--- src/rtl/iter_div.sv ---
// Iterative restoring divider: one quotient bit per clock, signed or unsigned,
// {remainder, quotient} result with divide-by-zero flag and cancel support.
module iter_div #(
  parameter int WIDTH      = 32,
  parameter int EARLY_ZERO = 1
) (
  input  logic               clk,
  input  logic               reset,
  input  logic               start,
  input  logic               signed_div,
  input  logic [WIDTH-1:0]   opa,
  input  logic [WIDTH-1:0]   opb,
  input  logic               cancel,
  output logic               busy,
  output logic               ready,
  output logic               stall,
  output logic [2*WIDTH-1:0] result,
  output logic               div_by_zero
);

  localparam int CW = $clog2(WIDTH + 1);
  localparam logic [CW-1:0] LAST_STEP = CW'(WIDTH - 1);

  typedef enum logic [1:0] {IDLE, BUSY, DONE} stateT;

  stateT            state, stateNext;
  logic [CW-1:0]    cnt;
  logic [WIDTH-1:0] rem, quo, divisor, opaHold;
  logic             negQuo, negRem, zeroHold;

  logic             zeroEarly, accept, stepEn, finish;
  logic [WIDTH-1:0] absA, absB;
  logic [WIDTH:0]   remShift, diff;
  logic [WIDTH-1:0] stepRem, stepQuo, quoFix, remFix;

  assign absA      = (signed_div && opa[WIDTH-1]) ? -opa : opa;
  assign absB      = (signed_div && opb[WIDTH-1]) ? -opb : opb;
  assign zeroEarly = (EARLY_ZERO != 0) && (opb == '0);

  // rem < divisor always holds, so diff[WIDTH] is exactly the borrow of the trial subtract
  assign remShift = {rem, quo[WIDTH-1]};
  assign diff     = remShift - {1'b0, divisor};
  assign stepRem  = diff[WIDTH] ? remShift[WIDTH-1:0] : diff[WIDTH-1:0];
  assign stepQuo  = {quo[WIDTH-2:0], ~diff[WIDTH]};
  assign quoFix   = negQuo ? -stepQuo : stepQuo;
  assign remFix   = negRem ? -stepRem : stepRem;

  always_ff @(posedge clk or negedge reset) begin
    if (!reset) state <= IDLE;
    else        state <= stateNext;
  end

  always_comb begin
    stateNext = state;
    accept    = 1'b0;
    stepEn    = 1'b0;
    finish    = 1'b0;
    unique case (state)
      IDLE: begin
        if (start && !cancel) begin
          accept    = 1'b1;
          stateNext = zeroEarly ? DONE : BUSY;
        end
      end
      BUSY: begin
        if (cancel) begin
          stateNext = IDLE;
        end else begin
          stepEn = 1'b1;
          if (cnt == LAST_STEP) begin
            finish    = 1'b1;
            stateNext = DONE;
          end
        end
      end
      DONE: begin
        if (start && !cancel) begin
          accept    = 1'b1;
          stateNext = zeroEarly ? DONE : BUSY;
        end else begin
          stateNext = IDLE;
        end
      end
      default: stateNext = IDLE;
    endcase
  end

  assign busy  = (state == BUSY);
  assign ready = (state == DONE);
  assign stall = ((state == IDLE) && start && !cancel) || (state == BUSY);

  always_ff @(posedge clk or negedge reset) begin
    if (!reset) begin
      cnt         <= '0;
      rem         <= '0;
      quo         <= '0;
      divisor     <= '0;
      opaHold     <= '0;
      negQuo      <= 1'b0;
      negRem      <= 1'b0;
      zeroHold    <= 1'b0;
      result      <= '0;
      div_by_zero <= 1'b0;
    end else if (accept) begin
      cnt      <= '0;
      rem      <= '0;
      quo      <= absA;
      divisor  <= absB;
      opaHold  <= opa;
      negQuo   <= signed_div && (opa[WIDTH-1] ^ opb[WIDTH-1]);
      negRem   <= signed_div && opa[WIDTH-1];
      zeroHold <= (opb == '0);
      if (zeroEarly) begin
        result      <= {opa, {WIDTH{1'b1}}};
        div_by_zero <= 1'b1;
      end
    end else if (stepEn) begin
      rem <= stepRem;
      quo <= stepQuo;
      cnt <= cnt + 1'b1;
      // Final step writes the sign-corrected result straight from the step logic
      if (finish) begin
        result      <= zeroHold ? {opaHold, {WIDTH{1'b1}}} : {remFix, quoFix};
        div_by_zero <= zeroHold;
      end
    end
  end

endmodule

--- config.mk ---
export PLATFORM = sky130hd
export DESIGN_NAME = iter_div
export DESIGN_NICKNAME = d
export VERILOG_FILES = /design/src/rtl/iter_div.sv
export SDC_FILE = /design/constraint.sdc
export NUM_CORES = 1
export LEC_CHECK = 0
export BUFFER_PORTS_ARGS = -buffer_cell sky130_fd_sc_hd__buf_2
export CORE_ASPECT_RATIO = 0.9
export CORE_MARGIN = 2
export CORE_UTILIZATION = 45
export DETAILED_ROUTE_END_ITERATION = 8
export GPL_ROUTABILITY_DRIVEN = 0
export PLACE_DENSITY = 0.61
export SLEW_MARGIN = 0
export SYNTH_ARGS = -nofsm -noshare
export SYNTH_HDL_FRONTEND = slang
export SYNTH_SLANG_ARGS = --single-unit
--- constraint.sdc ---
create_clock -name clk -period 5.59 [get_ports clk]
set_input_delay 0.8385 -clock clk [delete_from_list [all_inputs] [get_ports clk]]
set_output_delay 0.8385 -clock clk [all_outputs]
set_load 0.02 [all_outputs]
==> results of run 1 <==
path summary, 6_finish.rpt:
| path | from | to | slack, ns | cells past startpoint |
|---|---|---|---|---|
| worst max-delay path | quo[31]$_DFFE_PN0P_ | result[60]$_DFFE_PN0P_ | 0.78 | 20 |
| worst min-delay path | reset | divisor[20]$_DFFE_PN0P_ | 0.44 | 1 |
| worst max register to register | quo[31]$_DFFE_PN0P_ | result[60]$_DFFE_PN0P_ | 0.78 | 20 |
| worst min register to register | opaHold[9]$_DFFE_PN0P_ | opaHold[9]$_DFFE_PN0P_ | 0.47 | 2 |
| max in group asynchronous | reset | quo[13]$_DFFE_PN0P_ | 4.08 | 2 |
| min in group clk | opaHold[9]$_DFFE_PN0P_ | opaHold[9]$_DFFE_PN0P_ | 0.47 | 2 |
where the power goes:
part | switching (uW) | leakage, uW | internal, uW
Sequential | 300 | 0.00266 | 1730
Clock | 654 | 0.000381 | 884
Combinational | 2690 | 0.00399 | 1560
Total | 3650 | 0.00703 | 4170
routing by layer:
| metal | up-vias | routed length [um] | share of wire, % |
|---|---|---|---|
| met5 | - | 0 | 0 |
| met4 | 0 | 963 | 2.4 |
| met3 | 66 | 2225 | 5.6 |
| met2 | 395 | 17600 | 44 |
| met1 | 6062 | 19270 | 48 |
| li1 | 6024 | - | - |
cells in the mapped netlist, drive strengths merged (16+ instances only):
cell type  instances  area share [%]
a21oi            120             4.5
clkbuf            64             1.8
nor3              27             1.0
nand2            306             8.6
nor2             149             4.2
and2              28             1.3
nor4              18            0.88
mux2i             21             1.6
xor2              76             5.0
a31oi             39             1.8
xnor2             67             4.4
o21ai            159             6.0
buf               19            0.66
and3              16            0.75
dfrtp            204              38
or3               22             1.0
inv               53             1.5
nand3             23            0.89
ha                37             3.4
o31a              19             1.2
o31ai             23             1.4
cell type report:
class / instances / share of cell area [%]
clock buffers: 33 / 4.374
clock inverters: 13 / 0.6330
inverters: 53 / 1.307
multi-input cells: 1317 / 51.43
flip-flops and latches: 204 / 33.54
well taps: 403 / 3.313
repair buffers: 152 / 5.401
cells by family after synthesis:
logic type | share of synthesized area, %
adder cells (fa/ha/maj) | 3.595
buffers and inverters | 3.939
multiplexers | 1.648
flip-flops | 38.00
AO/OA/AOI/OAI | 21.42
AND/OR/NAND/NOR | 22.08
XOR/XNOR | 9.322
per-stage QoR:
| step | std cells | cell area, um2 | utilization (%) | power [uW] |
|---|---|---|---|---|
| after floorplan | 1657 | 13440 | - | 5109 |
| after global placement | 2129 | 14460 | 48.76 | 6169 |
| after detailed placement | 2129 | 14460 | 48.76 | 6217 |
| after CTS | 2175 | 15220 | 51.32 | 7782 |
| after global routing | 2175 | 15220 | 51.32 | 8398 |
| final | 2175 | 15220 | 51.32 | 7816 |
flip-flops by register name (all words and copies together), names as in the netlist:
signal       cells
result          64
divisor         32
opaHold         32
quo             32
rem             32
cnt              6
state            2
div_by_zero      1
negQuo           1
negRem           1
zeroHold         1
worst max-delay path: cells and delay by family (launching register included):
family	cells	cell delay [ns]
AOI/OAI and AO/OA	8	1.96
xor gates and xnor gates	1	0.12
adders and majority gates	3	0.80
buffers and inverters	3	0.42
DFF	1	0.38
and+or+nand+nor	5	1.00
==> results.py, run 1 <==
metrics = {
    "synth": {
        "syn_inst": 1657,
        "synth.cell_area_um2": 13440,
        "yosys_warnings": 0,
        "ys_ff_latch": 204,
        "syn-num-nets": 1764,
        "synth-edff-count": 0,
        "async_flop_share_pct": 100.0,
        "avgSynthCellArea_um2": 8.108,
        "ys_seq_area_share_pct": 38.00,
        "synth_cell_types": 76,
        "synthFlopType": "dfrtp_1",
    },
    "die": {
        "dieArea_um2": 31260,
        "die_x_um": 186.1,
        "io_pins": 137,
        "initial_utilization_pct": 45.31,
        "coreArea_um2": 29650,
        "rows": 60,
        "fp.dieH_um": 167.9,
    },
    "grt": {
        "grt-busiest-layer": "met2",
        "use_met3_pct": 3.526,
        "globalRouteOverflowTotal": 0,
        "grt_use_total_pct": 25.69,
        "grt_use_met2_pct": 39.16,
        "antenna_found_initial": 0,
        "grt_pass1_wl_mm": 64.43,
        "grt_use_met1_pct": 38.41,
        "grt_pass1_vias": 11801,
        "grt_max_degree": 117,
    },
    "timing": {
        "slew_headroom_pct": 29.30,
        "fin_tns_setup_ns": 0,
        "clock_skew_ns": 0.008737,
        "finalCritPeriodShare_pct": 86.02,
        "hold_viol": 0,
        "fin_hold_ws_ns": 0.4404,
        "setup_ws_ns": 0.7816,
        "setup_viol": 0,
        "tightest_slew_ns": 1.058,
        "slew_viol_final": 0,
        "fmax_ghz": 0.2080,
        "rsz0062_at_grt": "false",
        "fin_crit_ns": 4.808,
    },
    "cts": {
        "post-cts-setup-buffers": 0,
        "cts_buffer_depth": 3,
        "clock_latency_ns": 0.53,
        "path_clk_slew_ns": 0.06,
        "cts.sinks": 204,
        "htree_levels": 1,
        "root_buffer": "clkbuf_16",
        "cts_hold_buf": 0,
        "cts_resized": 0,
        "cts_made_buffers": 25,
        "cts_tree": "yes",
    },
    "place": {
        "port_buffers": 136,
        "place_ws_ns": 0.8948,
        "dpl.hpwl_mm": 29.36,
    },
    "final_layout": {
        "area_growth_pct": 13.28,
        "final_cell_mix": "304 x nand2_1, 204 x dfrtp_1, 145 x nor2_1",
        "multi_input_area_um2": 7828,
        "fillers": 2913,
        "seqCellArea_um2": 5105,
        "antenna_cells": 0,
        "layout-drive-gt1-share_pct": 12.70,
        "layout.nets": 1860,
        "mostFrequentLayoutCell": "nand2_1",
    },
    "status": {
        "status": "finished clean",
    },
    "worst_setup_path": {
        "worstSetupPathType": "reg2reg",
        "cpMaxStageDelayCell": "nor4_2",
        "cpPeakStageDelay_ns": 0.44,
        "critPathLaunchType": "register",
        "end_kind": "register",
        "critPathMaxFanout": 15,
        "arrival_ns": 5.22,
        "required_ns": 6.00,
        "crit_chain": "inv_1, ha_1, inv_1, fa_1, a211oi_4, nor4_2, o21a_1, o21ai_1, a21oi_2, nor2_4, inv_2, nor2_1, a21oi_1, ha_1, o221a_2, nand4_2, o31ai_2, xor2_1, and2_1, o31a_1",
    },
    "drt": {
        "num_vias": 12547,
        "routedWlPerCell_um": 18.42,
        "finalWirelength_mm": 40.06,
        "drc": 0,
        "dr.pass1.iters": 5,
        "drtAntennaViolNets": 0,
        "routed_via_density": 5.769,
        "drt-initial-drc-count": 1093,
    },
    "power": {
        "leakagePower_uw": 0.007031,
        "peakVddDrop_mv": 0.3315,
        "powerDensity_nw_per_um2": 513.5,
    },
    "worst_hold_path": {
        "worstHoldPathType": "in2async",
    },
    "run": {
        "drv_cap": 0,
    },
}
Power figures use the tool's default switching activity.
==> run 2, diff against run 1 <==
- REMOVE_ABC_BUFFERS: not set -> 1
==> run 2 against run 1 <==
Against the previous run:
- critical path depth decreased by 1
- core utilization grew 0.51 points
- power increased by 2.2%
- register-to-register slack gained 0.03 ns
- combinational power shrank 1%
- clock skew is 0.0072 ns higher
- routed wire length is 6.7% lower
- cell area up 0.99%
- sequential cell count did not move
- critical endpoint unchanged
==> results.py, run 2 (synthesis results as in run 1) <==
metrics = {
    "drt": {
        "drc": 0,
        "finalWirelength_mm": 37.36,
        "routed_via_density": 5.561,
        "drt-initial-drc-count": 1014,
        "drtAntennaViolNets": 0,
        "routedWlPerCell_um": 17.19,
        "num_vias": 12089,
        "dr.pass1.iters": 6,
    },
    "worst_setup_path": {
        "cpPeakStageDelay_ns": 0.47,
        "critPathLaunchType": "register",
        "arrival_ns": 5.20,
        "cpMaxStageDelayCell": "nor3_2",
        "critPathMaxFanout": 14,
        "r2r-start": "quo[31]$_DFFE_PN0P_",
        "reg2reg_depth": 19,
        "crit_chain": "inv_1, ha_1, inv_1, fa_1, a211oi_4, nor4_2, o21a_1, o21a_1, nor3_2, nor2_4, inv_2, mux2i_1, ha_1, o221a_2, nand4_2, o31ai_2, xor2_1, and2_1, o31a_1",
        "r2r-end": "result[60]$_DFFE_PN0P_",
        "worstSetupPathType": "reg2reg",
        "crit_family": "compound AO/OA/AOI/OAI gates",
        "cp-startpoint": "quo[31]$_DFFE_PN0P_",
        "end_kind": "register",
        "crit_end": "result[60]$_DFFE_PN0P_",
        "cp.depth": 19,
        "required_ns": 6.02,
        "r2r_setup_slack_ns": 0.81,
        "cp_num_buf_inv": 3,
    },
    "final_layout": {
        "largest_register_ffs": 64,
        "area_growth_pct": 14.40,
        "layout-drive-gt1-share_pct": 12.82,
        "layout.nets": 1859,
        "mostFrequentLayoutCell": "nand2_1",
        "final_area_um2": 15370,
        "regMostFlops": "result",
        "final_cell_mix": "304 x nand2_1, 204 x dfrtp_1, 145 x nor2_1",
    },
    "cts": {
        "cts_tree": "yes",
        "cts_hold_buf": 0,
        "cts_resized": 0,
        "cts_buffer_depth": 3,
        "root_buffer": "clkbuf_16",
        "post-cts-setup-buffers": 0,
        "clock_latency_ns": 0.54,
        "path_clk_slew_ns": 0.06,
        "htree_levels": 1,
        "cts_made_buffers": 25,
        "cts.sinks": 204,
    },
    "grt": {
        "globalRouteOverflowTotal": 0,
        "grt_use_total_pct": 23.84,
        "grt_max_degree": 119,
        "grt_pass1_vias": 11238,
        "grt_pass1_wl_mm": 60.08,
        "antenna_found_initial": 2,
    },
    "timing": {
        "setup_ws_ns": 0.8144,
        "fin_crit_ns": 4.776,
        "tightest_slew_ns": 1.040,
        "fin_tns_setup_ns": 0,
        "hold_viol": 0,
        "clock_skew_ns": 0.01597,
        "slew_viol_final": 0,
        "fmax_ghz": 0.2094,
        "rsz0062_at_grt": "false",
        "slew_headroom_pct": 30.52,
        "finalCritPeriodShare_pct": 85.43,
        "fin_hold_ws_ns": 0.4459,
        "setup_viol": 0,
    },
    "die": {
        "coreArea_um2": 29650,
        "rows": 60,
        "io_pins": 137,
        "die_x_um": 186.1,
        "fp.dieH_um": 167.9,
        "dieArea_um2": 31260,
        "initial_utilization_pct": 45.31,
    },
    "place": {
        "dpl.hpwl_mm": 27.50,
        "place_ws_ns": 0.8626,
        "port_buffers": 136,
        "place_area_um2": 14460,
    },
    "power": {
        "p_total_uw": 7986,
        "leakagePower_uw": 0.007090,
        "peakVddDrop_mv": 0.4752,
        "powerDensity_nw_per_um2": 519.6,
    },
    "status": {
        "status": "finished clean",
    },
    "worst_hold_path": {
        "worstHoldPathType": "in2async",
    },
    "run": {
        "drv_cap": 0,
    },
}
run 2: layout make-up:
cell class	count	area (um2)
diodes	1	2.502
clock buffers	36	747.0
clock inverters	9	165.2
fillers	2868	14280
inverters	53	198.9
multi-input cells	1317	7833
flip-flops and latches	204	5105
well taps	403	504.2
repair buffers	151	814.5
run 2: metrics by stage:
step / util [%] / instances
3_5_place_dp: 48.75 / 2128
5_1_grt: 51.83 / 2174
2_1_floorplan: - / 1574
3_3_place_gp: 48.75 / 2128
6_report: 51.83 / 2174
4_1_cts: 51.82 / 2173
run 2: worst min path at each step:
stage,startpoint,end,slack (ns),cells past startpoint
2_1_floorplan,opaHold[29]$_DFFE_PN0P_,opaHold[29]$_DFFE_PN0P_,0.43,2
3_3_place_gp,opaHold[29]$_DFFE_PN0P_,opaHold[29]$_DFFE_PN0P_,0.45,2
3_5_place_dp,opaHold[31]$_DFFE_PN0P_,opaHold[31]$_DFFE_PN0P_,0.46,2
4_1_cts,reset,result[7]$_DFFE_PN0P_,0.47,1
5_1_grt,opaHold[7]$_DFFE_PN0P_,opaHold[7]$_DFFE_PN0P_,0.49,2
6_report,reset,result[7]$_DFFE_PN0P_,0.45,1
run 2: report_power, final:
| part | internal [uW] | leakage (uW) | switching (uW) |
|---|---|---|---|
| Combinational | 1550 | 0.00399 | 2650 |
| Clock | 1110 | 0.000444 | 654 |
| Sequential | 1730 | 0.00266 | 296 |
| Total | 4390 | 0.00709 | 3600 |
run 2: routing by layer:
layer  GRT usage, %  part of all wire (%)  wire length (um)
met5              0                 0.035                13
met4          5.580                   2.3               857
met3          2.834                   4.9              1842
met2          37.45                    44             16590
met1          35.03                    48             18060
run 2: worst reg2reg max path, stage by stage (launching register included):
cell	delay, ns
dfrtp_1	0.40
inv_1	0.09
ha_1	0.18
inv_1	0.06
fa_1	0.45
a211oi_4	0.31
nor4_2	0.11
o21a_1	0.19
o21a_1	0.22
nor3_2	0.47
nor2_4	0.05
inv_2	0.23
mux2i_1	0.35
ha_1	0.28
o221a_2	0.29
nand4_2	0.19
o31ai_2	0.28
xor2_1	0.12
and2_1	0.17
o31a_1	0.23
==> run 3, diff against run 2 <==
- CAP_MARGIN: not set -> 20
- CELL_PAD_IN_SITES_DETAIL_PLACEMENT: not set -> 1
- CELL_PAD_IN_SITES_GLOBAL_PLACEMENT: not set -> 1
- CTS_CLUSTER_DIAMETER: not set -> 120
- PLACE_DENSITY: 0.61 -> 0.78
==> run 3 against run 2 <==
Against the previous run:
- worst setup slack lost 0.11 ns
- clock power fell by 6%
- core utilization shrank 0.10 points
- via count increased by 6.6%
- sequential power hardly changed
- first-iteration DRC count down 24%
- register-to-register slack got worse by 0.11 ns
- clock skew is 0.0060 ns higher
- hold slack got worse by 0.094 ns
- critical path depth is 3 lower
- combinational power grew 5.7%
- critical endpoint unchanged
- largest power group unchanged
==> results.py, run 3 (synthesis results as in run 1) <==
metrics = {
    "drt": {
        "drtAntennaViolNets": 0,
        "num_vias": 12884,
        "routed_via_density": 5.924,
        "dr.pass1.iters": 7,
        "drc": 0,
        "routedWlPerCell_um": 20.69,
        "finalWirelength_mm": 45.00,
        "drt-initial-drc-count": 774,
    },
    "timing": {
        "hold_viol": 0,
        "setup_viol": 0,
        "rsz0062_at_grt": "false",
        "fin_tns_setup_ns": 0,
        "fin_crit_ns": 4.889,
        "fmax_ghz": 0.2046,
        "clock_skew_ns": 0.02198,
        "slew_headroom_pct": 35.00,
        "slew_viol_final": 0,
        "tightest_slew_ns": 0.9750,
        "finalCritPeriodShare_pct": 87.45,
    },
    "place": {
        "port_buffers": 136,
        "dpl.hpwl_mm": 33.03,
    },
    "final_layout": {
        "regMostFlops": "result",
        "area_growth_pct": 14.17,
        "largest_register_ffs": 64,
        "mostFrequentLayoutCell": "nand2_1",
        "layout-drive-gt1-share_pct": 12.92,
        "fillers": 3683,
        "antenna_cells": 0,
        "layout.nets": 1861,
        "final_cell_mix": "304 x nand2_1, 204 x dfrtp_1, 145 x nor2_1",
    },
    "worst_setup_path": {
        "critPathMaxFanout": 11,
        "arrival_ns": 5.30,
        "critPathLaunchType": "register",
        "end_kind": "register",
        "required_ns": 6.00,
        "worstSetupPathType": "reg2reg",
    },
    "cts": {
        "cts_buffer_depth": 3,
        "htree_levels": 1,
        "clock_latency_ns": 0.54,
        "cts_tree": "yes",
        "path_clk_slew_ns": 0.06,
        "root_buffer": "clkbuf_16",
        "cts.sinks": 204,
        "cts_resized": 0,
        "cts_made_buffers": 24,
        "post-cts-setup-buffers": 0,
        "cts_hold_buf": 0,
    },
    "die": {
        "coreArea_um2": 29650,
        "die_x_um": 186.1,
        "dieArea_um2": 31260,
        "fp.dieH_um": 167.9,
        "initial_utilization_pct": 45.31,
        "io_pins": 137,
        "rows": 60,
    },
    "grt": {
        "grt_pass1_wl_mm": 72.78,
        "grt_use_total_pct": 29.09,
        "globalRouteOverflowTotal": 0,
        "grt_pass1_vias": 13128,
        "antenna_found_initial": 0,
        "grt_max_degree": 155,
    },
    "power": {
        "p_total_uw": 8127,
        "p_int_uw": 4288,
        "leakagePower_uw": 0.007084,
        "powerDensity_nw_per_um2": 529.8,
        "switching_share_pct": 47.23,
        "peakVddDrop_mv": 0.2396,
        "pwr-share-clk_pct": 20.6,
        "pwr-share-seq_pct": 24.9,
        "power_frac_comb_pct": 54.5,
        "switchingPower_uw": 3838,
    },
    "run": {
        "drv_cap": 0,
    },
    "status": {
        "status": "finished clean",
    },
    "worst_hold_path": {
        "worstHoldPathType": "in2async",
    },
}
run 3: cell types whose count changed in the layout (fill, tap and decap cells not counted):
cell       before  now
buf_4          14   16
bufinv_16       4    2
buf_16          0    1
clkbuf_16      25   24
clkbuf_8        9   10
clkinv_2        2    3
clkinv_8        0    1
diode_2         1    0
inv_16          1    0
run 3: power groups by stage:
stage,registers [uW],clock network [uW],logic [uW]
floorplan,1950,0,3100
global placement,2020,0,4190
detailed placement,2040,0,4330
CTS,2020,1690,4380
global route,2060,1750,4860
finish,2030,1670,4430
run 3: stage by stage:
step                area (um2)  worst slack (ns)  hold slack [ns]  instances  utilization [%]
finish                   15340            0.7015           0.3524       2175            51.73
global route             15340            0.3749           0.4403       2175            51.73
CTS                      15310            0.7717           0.4198       2174            51.64
detailed placement       14470            0.8411           0.4568       2130            48.80
global placement         14470             1.052           0.4534       2130            48.80
floorplan                13110            -1.198           0.4335       1574                -
run 3: path summary, 6_finish.rpt:
path / start / to / slack (ns) / cells after the start
worst max-delay path: rem[11]$_DFFE_PN0P_ / result[60]$_DFFE_PN0P_ / 0.70 / 16
min in group clk: opaHold[3]$_DFFE_PN0P_ / opaHold[3]$_DFFE_PN0P_ / 0.47 / 2
worst min-delay path: reset / opaHold[6]$_DFFE_PN0P_ / 0.35 / 1
worst min register to register: opaHold[3]$_DFFE_PN0P_ / opaHold[3]$_DFFE_PN0P_ / 0.47 / 2
max in group asynchronous: reset / quo[30]$_DFFE_PN0P_ / 3.87 / 2
worst max register to register: rem[11]$_DFFE_PN0P_ / result[60]$_DFFE_PN0P_ / 0.70 / 16
run 3: metal layers:
metal | up-vias | share of wire (%) | GRT usage (%) | routed length (um)
li1 | 6012 | - | - | -
met1 | 6467 | 46 | 40.97 | 20780
met2 | 337 | 47 | 48.41 | 21320
met3 | 68 | 4.0 | 2.596 | 1797
met4 | 0 | 2.4 | 6.950 | 1094
met5 | - | 0 | 0 | 0
run 3: critical path: stages, from the launching register on:
cell and delay (ns):
dfrtp_1 0.46, ha_1 0.50, nand2_1 0.14, nor4_1 0.47, o21a_1 0.25, o21ai_1 0.13
a21oi_2 0.43, nor2_4 0.08, inv_2 0.21, mux2i_1 0.34, ha_1 0.33, o221a_2 0.34
nand4_2 0.23, o31ai_2 0.30, xor2_1 0.12, and2_1 0.17, o31a_1 0.24
run 3: final cells by class:
type	count	area [um2]	area share (%)
inverter	53	198.9	1.297
clock buffer	36	735.7	4.796
clock inverter	8	106.4	0.6933
tap	403	504.2	3.287
multi-input combinational	1317	7833	51.06
sequential	204	5105	33.28
timing repair buffer	154	857.1	5.587
